[src/rtl/actuator_trigger_sequencer.sv]
// Actuator trigger sequencer: drives one of eight actuator lines for an exact
// number of cycles per accepted command, then enforces a dead-time before the next one.
module actuator_trigger_sequencer #(
  parameter int LEN_W     = 16,
  parameter int DEAD_TIME = 32
) (
  input  logic             Clk,
  input  logic             Reset,
  input  logic             cmd_valid,
  input  logic [1:0]       cmd_target,
  input  logic             cmd_dir,
  input  logic [LEN_W-1:0] cmd_len,
  input  logic             abort,
  output logic             ready_out,
  output logic             DRV_Up_Out,
  output logic             DRV_Down_Out,
  output logic             PSG_Front_Up_Out,
  output logic             PSG_Front_Down_Out,
  output logic             PSG_BackL_Up_Out,
  output logic             PSG_BackL_Down_Out,
  output logic             PSG_BackR_Up_Out,
  output logic             PSG_BackR_Down_Out,
  output logic             done,
  output logic             aborted
);

  localparam int DEAD_W = (DEAD_TIME < 2) ? 1 : $clog2(DEAD_TIME + 1);

  localparam logic [1:0] S_IDLE  = 2'd0;
  localparam logic [1:0] S_DRIVE = 2'd1;
  localparam logic [1:0] S_DEAD  = 2'd2;

  logic [1:0]        r_state;
  logic [7:0]        r_lines;
  logic [LEN_W-1:0]  r_cnt;
  logic [DEAD_W-1:0] r_dead;
  logic              r_ready;
  logic              r_done;
  logic              r_aborted;
  logic              w_accept;

  // Line vector layout: bit 2*target is Up, bit 2*target+1 is Down.
  function automatic logic [7:0] line_sel(input logic [1:0] tgt, input logic dir);
    logic [7:0] v;
    v = 8'd0;
    v[{tgt, ~dir}] = 1'b1;
    return v;
  endfunction

  assign w_accept = cmd_valid & r_ready;

  always_ff @(posedge Clk or negedge Reset) begin
    if (!Reset) begin
      r_state   <= S_IDLE;
      r_lines   <= 8'd0;
      r_cnt     <= '0;
      r_dead    <= '0;
      r_ready   <= 1'b0;
      r_done    <= 1'b0;
      r_aborted <= 1'b0;
    end else begin
      r_done    <= 1'b0;
      r_aborted <= 1'b0;
      case (r_state)
        S_IDLE: begin
          r_ready <= 1'b1;
          r_lines <= 8'd0;
          if (w_accept) begin
            if (cmd_len != '0) begin
              r_state <= S_DRIVE;
              r_ready <= 1'b0;
              r_lines <= line_sel(cmd_target, cmd_dir);
              r_cnt   <= cmd_len;
            end else begin
              // Zero-length command completes at once with no dead-time.
              r_done  <= 1'b1;
            end
          end
        end
        S_DRIVE: begin
          r_ready <= 1'b0;
          if (r_cnt == LEN_W'(1)) begin
            // Final cycle wins over a coincident abort: the drive completed.
            r_lines <= 8'd0;
            r_done  <= 1'b1;
            r_state <= S_DEAD;
            r_dead  <= DEAD_W'(DEAD_TIME);
          end else if (abort) begin
            r_lines   <= 8'd0;
            r_done    <= 1'b1;
            r_aborted <= 1'b1;
            r_state   <= S_DEAD;
            r_dead    <= DEAD_W'(DEAD_TIME);
          end else begin
            r_cnt <= r_cnt - LEN_W'(1);
          end
        end
        S_DEAD: begin
          r_lines <= 8'd0;
          r_ready <= 1'b0;
          if (r_dead == DEAD_W'(1)) begin
            r_state <= S_IDLE;
            r_ready <= 1'b1;
          end else begin
            r_dead <= r_dead - DEAD_W'(1);
          end
        end
        default: begin
          r_state <= S_IDLE;
          r_lines <= 8'd0;
          r_ready <= 1'b0;
          r_cnt   <= '0;
          r_dead  <= '0;
        end
      endcase
    end
  end

  assign ready_out          = r_ready;
  assign done               = r_done;
  assign aborted            = r_aborted;
  assign DRV_Up_Out         = r_lines[0];
  assign DRV_Down_Out       = r_lines[1];
  assign PSG_Front_Up_Out   = r_lines[2];
  assign PSG_Front_Down_Out = r_lines[3];
  assign PSG_BackL_Up_Out   = r_lines[4];
  assign PSG_BackL_Down_Out = r_lines[5];
  assign PSG_BackR_Up_Out   = r_lines[6];
  assign PSG_BackR_Down_Out = r_lines[7];

endmodule

[config.mk]
export PLATFORM = sky130hd
export DESIGN_NAME = actuator_trigger_sequencer
export DESIGN_NICKNAME = d
export VERILOG_FILES = /design/src/rtl/actuator_trigger_sequencer.sv
export SDC_FILE = /design/constraint.sdc
export NUM_CORES = 1
export LEC_CHECK = 0
export CORE_ASPECT_RATIO = 0.75
export CORE_UTILIZATION = 55
export CTS_BUF_LIST = sky130_fd_sc_hd__clkbuf_2
export DETAILED_ROUTE_END_ITERATION = 7
export HOLD_SLACK_MARGIN = 0.02
export MAX_ROUTING_LAYER = met4
export PLACE_DENSITY = 0.91
export SLEW_MARGIN = 20
export SYNTH_ARGS = -nofsm -noshare
export SYNTH_HDL_FRONTEND = slang
export SYNTH_SLANG_ARGS = --single-unit
[constraint.sdc]
create_clock -name Clk -period 3.3 [get_ports Clk]
set_input_delay 0.33 -clock Clk [delete_from_list [all_inputs] [get_ports Clk]]
set_output_delay 0.33 -clock Clk [all_outputs]
set_load 0.01 [all_outputs]
==> flow_summary.json <==
{
  "status": "complete, no violations",
  "ys_top_cells_by_area": "dfrtp_1, nand2_1, ha_1, nand3_1, o21ai_0",
  "end_kind": "register",
  "rows": 19,
  "pwr_density_cell_nw_per_um2": 816.9,
  "clock-sinks": 35,
  "post_drt_wl_per_cell_um": 15.73,
  "cts_hold_buffers": 0,
  "io-pin-count": 34,
  "cts_tree": "done",
  "vias_per_cell": 6.271,
  "gp_congestion": 0.9202,
  "vdd_drop_max_mv": 0.4688,
  "totalPowerFinal_mw": 2.072,
  "hold_viol": 0,
  "tightest_slew_ps": 637.2,
  "grt_pass1_vias": 1851,
  "drt_first_pass_iters": 5,
  "gr-total-overflow": 0,
  "drive_gt1_share_pct": 7.609,
  "synth_edf_count": 0,
  "max_cap_viol_count": 0,
  "required_ps": 3620,
  "die_h_um": 55.62,
  "post-route-min-period_ps": 2718,
  "synth_top_cell_area_share_pct": 41.54,
  "antenna_found_initial": 0,
  "drt_wl_total_um": 5158,
  "core_region_area_um2": 3661,
  "syn_area_per_cell_um2": 8.821,
  "grt_max_degree": 36,
  "period_share_pct": 82.37,
  "start_kind": "register",
  "worst_slack_ps": 581.9,
  "ys_seq_area_share_pct": 41.54,
  "synth_cell_type_count": 47,
  "rsz0062_at_grt": "no",
  "areaGrowthSynthToFinish_pct": 20.30,
  "fmax_mhz": 367.9,
  "yosysMostFrequentCell": "dfrtp_1",
  "synth_commonest_cells": "dfrtp_1, nand2_1, nand3_1",
  "finalSetupViolations": 0,
  "nets": 305,
  "ys_warn_count": 0,
  "relSlewSlack_pct": 57.43,
  "vias": 2057,
  "slew_violations": 0,
  "synth_cells": 239,
  "clk_latency_ps": 410,
  "crit_fanout": 11,
  "min_path_type": "in -> async",
  "fillers": 303,
  "tns_ps": 0,
  "cp.arrival_ps": 3040,
  "pre_cts_slack_ps": 638.6,
  "design_area_um2": 2536,
  "ys_ff_latch": 35,
  "h-tree-depth": 2,
  "cts_resized": 0,
  "clockBufferDepth": 2,
  "worst-setup-path-type": "reg -> reg",
  "fin_skew_ps": 17.79,
  "p_leak_nw": 1.058,
  "synth_nets": 269,
  "synth_flop_cell": "dfrtp_1",
  "numPortBuffers": 33,
  "start_util_pct": 57.59,
  "clk_pin_slew_ps": 210,
  "layout.area.seq_um2": 875.8,
  "ys_async_sr_fraction_pct": 100.0,
  "drcViolationCount": 0,
  "grt_pass1_wl_um": 8880,
  "yosys.area.top_type": "dfrtp_1",
  "multi_input_comb_area_um2": 1099,
  "cts_buffers": 5,
  "die_width_um": 73.49,
  "track_usage_pct": 29.40,
  "post_dp_cell_area_um2": 2494,
  "final_antenna_net_count": 0,
  "post-cts-setup-buffers": 0,
  "cts-root-buf": "clkbuf_2",
  "synth_area_um2": 2108,
  "n_antenna_cell": 0,
  "die_area_um2": 4088,
  "drtIter0Drc": 364,
  "dp_hpwl_um": 3684
}
## path summary, 6_finish.rpt
kind	slack, ps	from	depth (start not counted)	to
max	580	r_cnt[10]	7	r_dead[4]
max in group asynchronous	2690	Reset	2	r_state[0]
max reg2reg	580	r_cnt[10]	7	r_dead[4]
min in group Clk	500	r_lines[2]	2	r_lines[2]
min	290	Reset	2	r_cnt[0]
min reg2reg	500	r_lines[2]	2	r_lines[2]
## per-stage QoR
step / instances / util (%) / hold WS, ps
6_report: 328 / 69.28 / 288.5
5_1_grt: 328 / 69.28 / 279.9
4_1_cts: 328 / 69.28 / 294.0
3_5_place_dp: 320 / 68.11 / 469.5
3_3_place_gp: 320 / 68.11 / 461.9
2_1_floorplan: 239 / - / 34.41
## critical path, cell delays in order (launching register included)
cell and delay [ps]:
dfrtp_1 490, or4_1 610, or3_4 410, nor3_2 250
o311ai_1 110, buf_4 180, or3_1 380, o41ai_2 200
## sequential cells by signal, summed over array words and instances (netlist names)
signal / flops
r_lines: 8
r_state: 2
r_dead: 6
r_cnt: 16
done: 1
ready_out: 1
aborted: 1
## cell families after synthesis
logic type / synth area share (%)
flops: 41.54
buf+inv: 6.350
fa+ha+maj: 4.154
simple gates: 23.92
compound gates: 23.50
mux: 0.5341
## cell type report
class	instances	area share (%)
clock inverters	2	0.4933
repair buffers	42	15.69
well taps	52	2.565
clock buffers	6	1.184
inverters	15	2.220
multi-input cells	176	43.32
flip-flops and latches	35	34.53
## placed cells by master, fill, tap and decap left out, drive strengths merged, types with 7 or more instances in the layout
master	n
inv	15
buf	9
dfrtp	35
o21ai	19
nand3	16
a21oi	7
ha	7
o211ai	8
nand2	33
nor4	11
clkdlybuf4s50	33
nor2	15
## metal layers
| layer | up-vias | GRT usage [%] | share of wire, % |
|---|---|---|---|
| met5 | - | - | 0 |
| met4 | 0 | 10.44 | 2.1 |
| met3 | 16 | 8.696 | 8.5 |
| met2 | 108 | 38.53 | 44 |
| met1 | 964 | 43.08 | 45 |
| li1 | 969 | - | - |
## power by group
part           leakage, nW  internal, mW  switching (mW)  total (mW)
Sequential           0.459         0.576           0.166       0.742
Clock               0.0290        0.0539           0.160       0.214
Combinational        0.570         0.444           0.672        1.12
Total                 1.06          1.07           0.998        2.07
Note: power is estimated with default switching activity, not from simulation.
